File: config.mk
export PLATFORM = sky130hd
export DESIGN_NAME = uart_tx_feeder
export DESIGN_NICKNAME = d
export VERILOG_FILES = /design/src/rtl/uart_tx_feeder_pkg.sv /design/src/rtl/uart_byte_fifo.sv /design/src/rtl/uart_tx_feeder.sv
export SDC_FILE = /design/constraint.sdc
export NUM_CORES = 1
export LEC_CHECK = 0
export BUFFER_PORTS_ARGS = -buffer_cell sky130_fd_sc_hd__clkbuf_2
export CELL_PAD_IN_SITES_DETAIL_PLACEMENT = 2
export CELL_PAD_IN_SITES_GLOBAL_PLACEMENT = 2
export CORE_MARGIN = 1
export CORE_UTILIZATION = 35
export DETAILED_ROUTE_END_ITERATION = 10
export GPL_TIMING_DRIVEN = 0
export PLACE_DENSITY_LB_ADDON = 0.1
export SYNTH_ARGS = -nofsm -noshare
export SYNTH_HDL_FRONTEND = slang
export SYNTH_SLANG_ARGS = --single-unit
export TNS_END_PERCENT = 1
File: constraint.sdc
create_clock -name clk -period 3.9 [get_ports clk]
set_input_delay 0.78 -clock clk [delete_from_list [all_inputs] [get_ports clk]]
set_output_delay 0.78 -clock clk [all_outputs]
set_load 0.05 [all_outputs]
File: src/rtl/uart_tx_feeder_pkg.sv
// uart_tx_feeder_pkg: shared UART feeder FSM state encodings
package uart_tx_feeder_pkg;
  typedef enum logic [1:0] {
    IDLE      = 2'd0,
    START     = 2'd1,
    WAIT_DONE = 2'd2
  } feeder_state_t;
endpackage

File: src/rtl/uart_byte_fifo.sv
// uart_byte_fifo: DEPTH-entry byte FIFO with synchronous flush and level/full/empty flags
// Ports: clk, rst_n (async active-low), flush, wr_en/wr_data (push), rd_en (pop),
//        rd_data (head, combinational), level, empty, full.
module uart_byte_fifo #(
  parameter int DEPTH = 16,
  localparam int AW = $clog2(DEPTH)
) (
  input  logic          clk,
  input  logic          rst_n,
  input  logic          flush,
  input  logic          wr_en,
  input  logic [7:0]    wr_data,
  input  logic          rd_en,
  output logic [7:0]    rd_data,
  output logic [AW:0]   level,
  output logic          empty,
  output logic          full
);
  logic [7:0] mem [DEPTH];
  logic [AW:0] wr_ptr, rd_ptr, count;
  logic push, pop;
  // full blocks writes even when a pop happens in the same cycle
  assign push = wr_en && !full;
  assign pop = rd_en && !empty;
  assign rd_data = mem[rd_ptr[AW-1:0]];
  assign level = count;
  assign empty = count == '0;
  assign full = count == (AW+1)'(DEPTH);
  always_ff @(posedge clk)
    if (push && !flush) mem[wr_ptr[AW-1:0]] <= wr_data;
  always_ff @(posedge clk or negedge rst_n)
    if (!rst_n) begin
      wr_ptr <= '0;
      rd_ptr <= '0;
      count <= '0;
    end else if (flush) begin
      wr_ptr <= '0;
      rd_ptr <= '0;
      count <= '0;
    end else begin
      wr_ptr <= wr_ptr + (AW+1)'(push);
      rd_ptr <= rd_ptr + (AW+1)'(pop);
      count <= count + (AW+1)'(push) - (AW+1)'(pop);
    end
endmodule

File: src/rtl/uart_tx_feeder.sv
// uart_tx_feeder: queues producer bytes and issues them one at a time to the UART transmitter
// Ports: clk, rst_n (async active-low); producer wr_valid/wr_data/wr_ready, flush;
//        transmitter tx_start/tx_data (registered), tx_busy/tx_done; status level/empty/full.
module uart_tx_feeder
  import uart_tx_feeder_pkg::*;
#(
  parameter int DEPTH = 16,
  localparam int AW = $clog2(DEPTH)
) (
  input  logic          clk,
  input  logic          rst_n,
  input  logic          wr_valid,
  input  logic [7:0]    wr_data,
  output logic          wr_ready,
  input  logic          flush,
  output logic          tx_start,
  output logic [7:0]    tx_data,
  input  logic          tx_busy,
  input  logic          tx_done,
  output logic [AW:0]   level,
  output logic          empty,
  output logic          full
);
  feeder_state_t state, next_state;
  logic [7:0] head;
  logic pop;
  assign wr_ready = !full;
  assign pop = state == IDLE && !empty && !tx_busy;
  uart_byte_fifo #(.DEPTH(DEPTH)) u_fifo (
    .clk     (clk),
    .rst_n   (rst_n),
    .flush   (flush),
    .wr_en   (wr_valid),
    .wr_data (wr_data),
    .rd_en   (pop),
    .rd_data (head),
    .level   (level),
    .empty   (empty),
    .full    (full)
  );
  // start is held until busy is seen so a slow transmitter tick never loses it
  always_comb begin
    next_state = state;
    unique case (state)
      IDLE:      next_state = pop ? START : IDLE;
      START:     next_state = tx_busy ? WAIT_DONE : START;
      WAIT_DONE: next_state = (tx_done || !tx_busy) ? IDLE : WAIT_DONE;
      default:   next_state = IDLE;
    endcase
  end
  always_ff @(posedge clk or negedge rst_n)
    if (!rst_n) state <= IDLE;
    else state <= next_state;
  always_ff @(posedge clk or negedge rst_n)
    if (!rst_n) begin
      tx_start <= 1'b0;
      tx_data <= 8'h00;
    end else begin
      tx_start <= next_state == START;
      if (pop) tx_data <= head;
    end
endmodule
# == Word level (Yosys, flattened, before mapping) ==
# Memory sizes are Yosys's and may differ from the RTL's. A register that Yosys moved wholly into a read port is not among the register bits.
# Index checks and enable logic that the tools add are counted.
# op_classes
eq_ne,4
multipliers,0
bitwise,0
addsub,4
div_mod_pow,0
reduce_logical,13
n_lt_le_gt_ge,0
n_mux,9
shift,0
# op_table
op,count
$add 5x1->5,3
$mux 5,3
$pmux 2 s3,1
$eq 5x5->1 const B,1
$logic_and 1x1->1,5
$logic_not 1->1,5
$logic_not 5->1,1
$sub 5x1->5,1
$eq 2x1->1 const B,2
$mux 2,2
$mux 1,3
$eq 2x2->1 const B,1
$logic_not 2->1,1
$logic_or 1x1->1,1
# word_totals
out_inout_bits,17
romBits,0
wordCells,36
ramBits,128
memories,1
input_bits,14
latchBits,0
regBits,18
# mem_list
memory,words,width,rd,rd_ports_with_merged_regs,write_ports,line,source
u_fifo.mem,16,8,1,1,1,uart_byte_fifo.sv:19,logic [7:0] mem [DEPTH];

# == Depth between registers and ports, before layout ==
# logic_depth
ltp_word,7
mapped_depth,14
mapped_depth_nobuf,13

# == Modules after synthesis ==
# From an unflattened synthesis, not the netlist that was laid out.
# hier_totals
hier_cells,317
area_unflattened_um2,6140.9
# by_module_without_submodules
mod,area_per_inst_um2,seq_area_each_um2,n_inst,cells_per_inst
uart_byte_fifo,5710.5,4169.0,1,290
uart_tx_feeder,430.4,275.3,1,27

# == Worst setup path after synthesis ==
# Ideal clock, no wire load.
# synth_path
kind,flip-flop to flip-flop
start,"register u_fifo.count[3], in the netlist u_fifo.level[3]"
end,"register u_fifo.count[4], in the netlist u_fifo.level[4]"
path_buffers,1
slack_ps,531
t_arrival_ps,3234
period_less_slack_ps,3369
required_ps,3765
setup_ps,135
path_stages_with_launch,15
path_cell_list,dfrtp_1 -> inv_1 -> ha_1 -> nor4b_4 -> nor4_4 -> buf_2 -> ha_1 -> inv_1 -> ha_1 -> inv_1 -> fa_1 -> nor2b_1 -> o21bai_1 -> a21oi_1 -> nor3b_1
# synth_via
elab_chain_cells,7
word_cells_on_any_way,11
cone_classes,2 x add/sub; 1 x eq/ne; 1 x mux; 7 x reduce/logical
# synth_rtl
element,line,source
from (decl),uart_byte_fifo.sv:20,"logic [AW:0] wr_ptr, rd_ptr, count;"
from (signal assigned),uart_byte_fifo.sv:43,count <= count + (AW+1)'(push) - (AW+1)'(pop);
$logic_not 5->1 (*),uart_byte_fifo.sv:27,assign empty = count == '0;
via empty,uart_tx_feeder.sv:21,"output logic empty,"
$logic_not 1->1 (*),"uart_byte_fifo.sv:24, uart_tx_feeder.sv:28",
$logic_and 1x1->1 (2 in series),uart_tx_feeder.sv:28,assign pop = state == IDLE && !empty && !tx_busy;
$logic_and 1x1->1 (*),uart_byte_fifo.sv:24,assign pop = rd_en && !empty;
$sub 5x1->5 (*),uart_byte_fifo.sv:43,
$mux 5 (*),uart_byte_fifo.sv:36,end else if (flush) begin
# Mark *: on every way through the listed nets, which the timed path passes. The rest lies on a longest branch.

# == Worst setup path after layout ==
# layout_path
start,"register u_fifo.count[2], in the netlist u_fifo.level[2]"
end,"register u_fifo.count[4], in the netlist u_fifo.level[4]"
# layout_via
elab_chain_cells,7
word_cells_on_any_way,11
cone_classes,2 x add/sub; 1 x eq/ne; 1 x mux; 7 x reduce/logical
# layout_rtl
element,line
"parallel branches: the longest is 5 deep, another holds $add 5x1->5",-
$sub 5x1->5 (*),uart_byte_fifo.sv:43
$mux 5 (*),uart_byte_fifo.sv:36
# Every way passes the cells marked *.

==> results.json <==
{
  "die_h_um": 135,
  "post-route-period-util_pct": 83.2,
  "grt_max_degree": 25,
  "rr_startpoint": "u_fifo.level[2]",
  "synthXorXnorAreaFrac_pct": 0.855,
  "yosysWarnings": 0,
  "final_common_cell": "edfxtp_1",
  "clock_latency_ns": 0.42,
  "grt_pass1_vias": 3355,
  "rsz0062_at_grt": "no",
  "syn_nets": 342,
  "ys_seq_area_share_pct": 72.3,
  "synth-main-ff-cell": "edfxtp_1",
  "post_synth_and_or_nand_nor_area_fraction_pct": 5.90,
  "ctsHoldBuffers": 0,
  "layout_common_cells": "edfxtp_1 (128), mux4_2 (32), clkbuf_2 (30)",
  "max_stage_delay_ns": 0.39,
  "crit_chain": "inv_1 > ha_1 > nor4b_4 > nor4_4 > buf_2 > ha_1 > inv_1 > ha_1 > inv_1 > fa_1 > nor2b_1 > o21bai_1 > a21oi_1 > nor3b_1",
  "period_needed_ns": 3.24,
  "vias": 3044,
  "setup_tns_ns": 0,
  "fin_worst_skew_ns": 0.00823,
  "antenna_found_initial": 0,
  "end_kind": "flop",
  "ioPinCount": 31,
  "path_clk_slew_ns": 0.07,
  "syn_area_sq_um": 6150,
  "cap_viol_max_count": 0,
  "initial_core_util_pct": 35.7,
  "portBuffers": 30,
  "gp_congestion": 0.692,
  "crit_path_start_kind": "flop",
  "antenna-diode-count": 0,
  "die_area_sq_um": 18100,
  "final_util_pct": 41.4,
  "area_growth_pct": 16.0,
  "cts_max_path_buffers": 2,
  "yosys.area.top_type_share_pct": 62.5,
  "cts_made_buffers": 17,
  "nets": 391,
  "synthTopCellsByArea": "edfxtp_1 (63%), mux4_2 (12%), dfrtp_1 (9.8%), ha_1 (2.0%), a221oi_2 (2.0%)",
  "status": "finished clean",
  "layout.cells.non_filler": 604,
  "relSlewSlack_pct": 11.6,
  "synth-edff-count": 128,
  "dp_hpwl_mm": 9.63,
  "peakVddDrop_mv": 0.333,
  "crit_start": "u_fifo.level[2]",
  "setup_viol": 0,
  "row_count": 48,
  "synth_top_cell_by_area": "edfxtp_1",
  "ys_types": 38,
  "fillers": 1632,
  "place_area_sq_um": 6580,
  "fmax_ghz": 0.308,
  "p_leak_nw": 2.40,
  "synth.mux.area_fraction_pct": 13.0,
  "drive_gt1_share_pct": 32.2,
  "ant_nets": 0,
  "cts_setup_buffers": 0,
  "htreeDepth": 4,
  "slew_violations": 0,
  "synthCells": 317,
  "power_density_nw_per_um2": 665,
  "grt-ovfl-total": 0,
  "viasPerCell": 5.04,
  "cts-resized-gates": 0,
  "cts_tree": "done",
  "critPathMaxFanout": 11,
  "worstHoldPathType": "in -> async",
  "totalWireLength_mm": 14.2,
  "synth_fa_ha_area_share_pct": 2.36,
  "worst_pin_slew_ns": 1.32,
  "drt_iter0_markers": 130,
  "place_inst": 572,
  "grt.total_usage_pct": 17.3,
  "required_ns": 4.19,
  "grt_pass1_wl_mm": 21.7,
  "synth_compound_area_share_pct": 3.54,
  "fin_hold_ws_ns": 0.364,
  "root_buffer": "clkbuf_16",
  "syn_area_per_cell_sq_um": 19.4,
  "drc": 0,
  "clkSinkCount": 152,
  "final_cell_area_sq_um": 7130,
  "die_w_um": 135,
  "finalHoldViolCount": 0,
  "ys_seq_elements": 152,
  "drtPass1Iterations": 4,
  "coreArea_sq_um": 17200,
  "synth_top_family_by_area": "multiplexers",
  "critPathArrivalTime_ns": 3.53,
  "slowest_stage": "buf_2",
  "post_drt_wl_per_cell_um": 23.5,
  "async_reset_ff_share_pct": 15.8,
  "path_class": "reg -> reg"
}
[power by group]
part           internal, W  switching [W]
Combinational     0.000472       0.000794
Sequential         0.00187      0.0000845
Clock             0.000826       0.000696
[cells by family after synthesis]
logic type	after synthesis
and+or+nand+nor	59
xor gates and xnor gates	6
AOI/OAI and AO/OA	23
adders and majority gates	11
muxes	40
buffers and inverters	26
DFF	152
[critical path, delay by kind of cell, from the launching register on]
kind / cells / cell delay [ns]
flops: 1 / 0.38
simple gates: 4 / 0.78
buf+inv: 4 / 0.59
compound gates: 2 / 0.29
fa+ha+maj: 4 / 1.06
[Yosys cell counts, types with 2 or more instances]
cell type,number
nor3_1,4
ha_1,10
nand2b_1,4
nand3_1,3
inv_1,11
a221oi_2,8
clkbuf_1,3
nor2b_1,7
mux2i_1,8
xor2_1,3
buf_1,2
a211oi_1,2
nand2_1,2
buf_4,3
o22ai_1,8
edfxtp_1,128
nor3b_1,2
a21oi_1,2
buf_2,6
xnor2_1,3
mux4_2,32
nor2_1,27
dfrtp_1,24
[metal layers]
| metal | part of all wire (%) | global-route usage (%) |
|---|---|---|
| met4 | 1.1 | 5.99 |
| met3 | 2.7 | 3.42 |
| met1 | 47 | 24.1 |
| met2 | 49 | 27.3 |
| met5 | 0 | 0 |
[cell type report]
type	instances	area, sq um	share of cell area, %
buffer	15	82.6	1.16
clock buffer	17	425	5.97
clock inverter	15	121	1.70
inverter	11	41.3	0.579
multi-input combinational	139	1580	22.2
sequential	152	4440	62.3
tap	225	282	3.95
timing repair buffer	30	150	2.11
[sequential cells by signal, summed over array words and instances, names as in the netlist]
| signal | cells |
|---|---|
| state | 2 |
| u_fifo.wr_ptr | 4 |
| u_fifo.level | 5 |
| tx_start | 1 |
| u_fifo.mem | 128 |
| tx_data | 8 |
| u_fifo.rd_ptr | 4 |
[path summary, 6_finish.rpt]
kind,to,depth (start not counted),slack (ns)
hold / removal,u_fifo.level[4],1,0.36
setup reg to reg,u_fifo.level[4],14,0.66
min in group clk,tx_start,1,0.57
max in group asynchronous,u_fifo.wr_ptr[1],1,3.10
setup / recovery,u_fifo.level[4],14,0.66
hold reg to reg,tx_start,1,0.57
[per-stage QoR]
step | total power [W] | setup slack [ns]
2_1_floorplan | 0.00292 | 0.531
3_3_place_gp | 0.00325 | 0.429
3_5_place_dp | 0.00328 | 0.404
4_1_cts | 0.00481 | 0.587
5_1_grt | 0.00496 | 0.354
6_report | 0.00474 | 0.656
(Power assumes the default switching activity.)
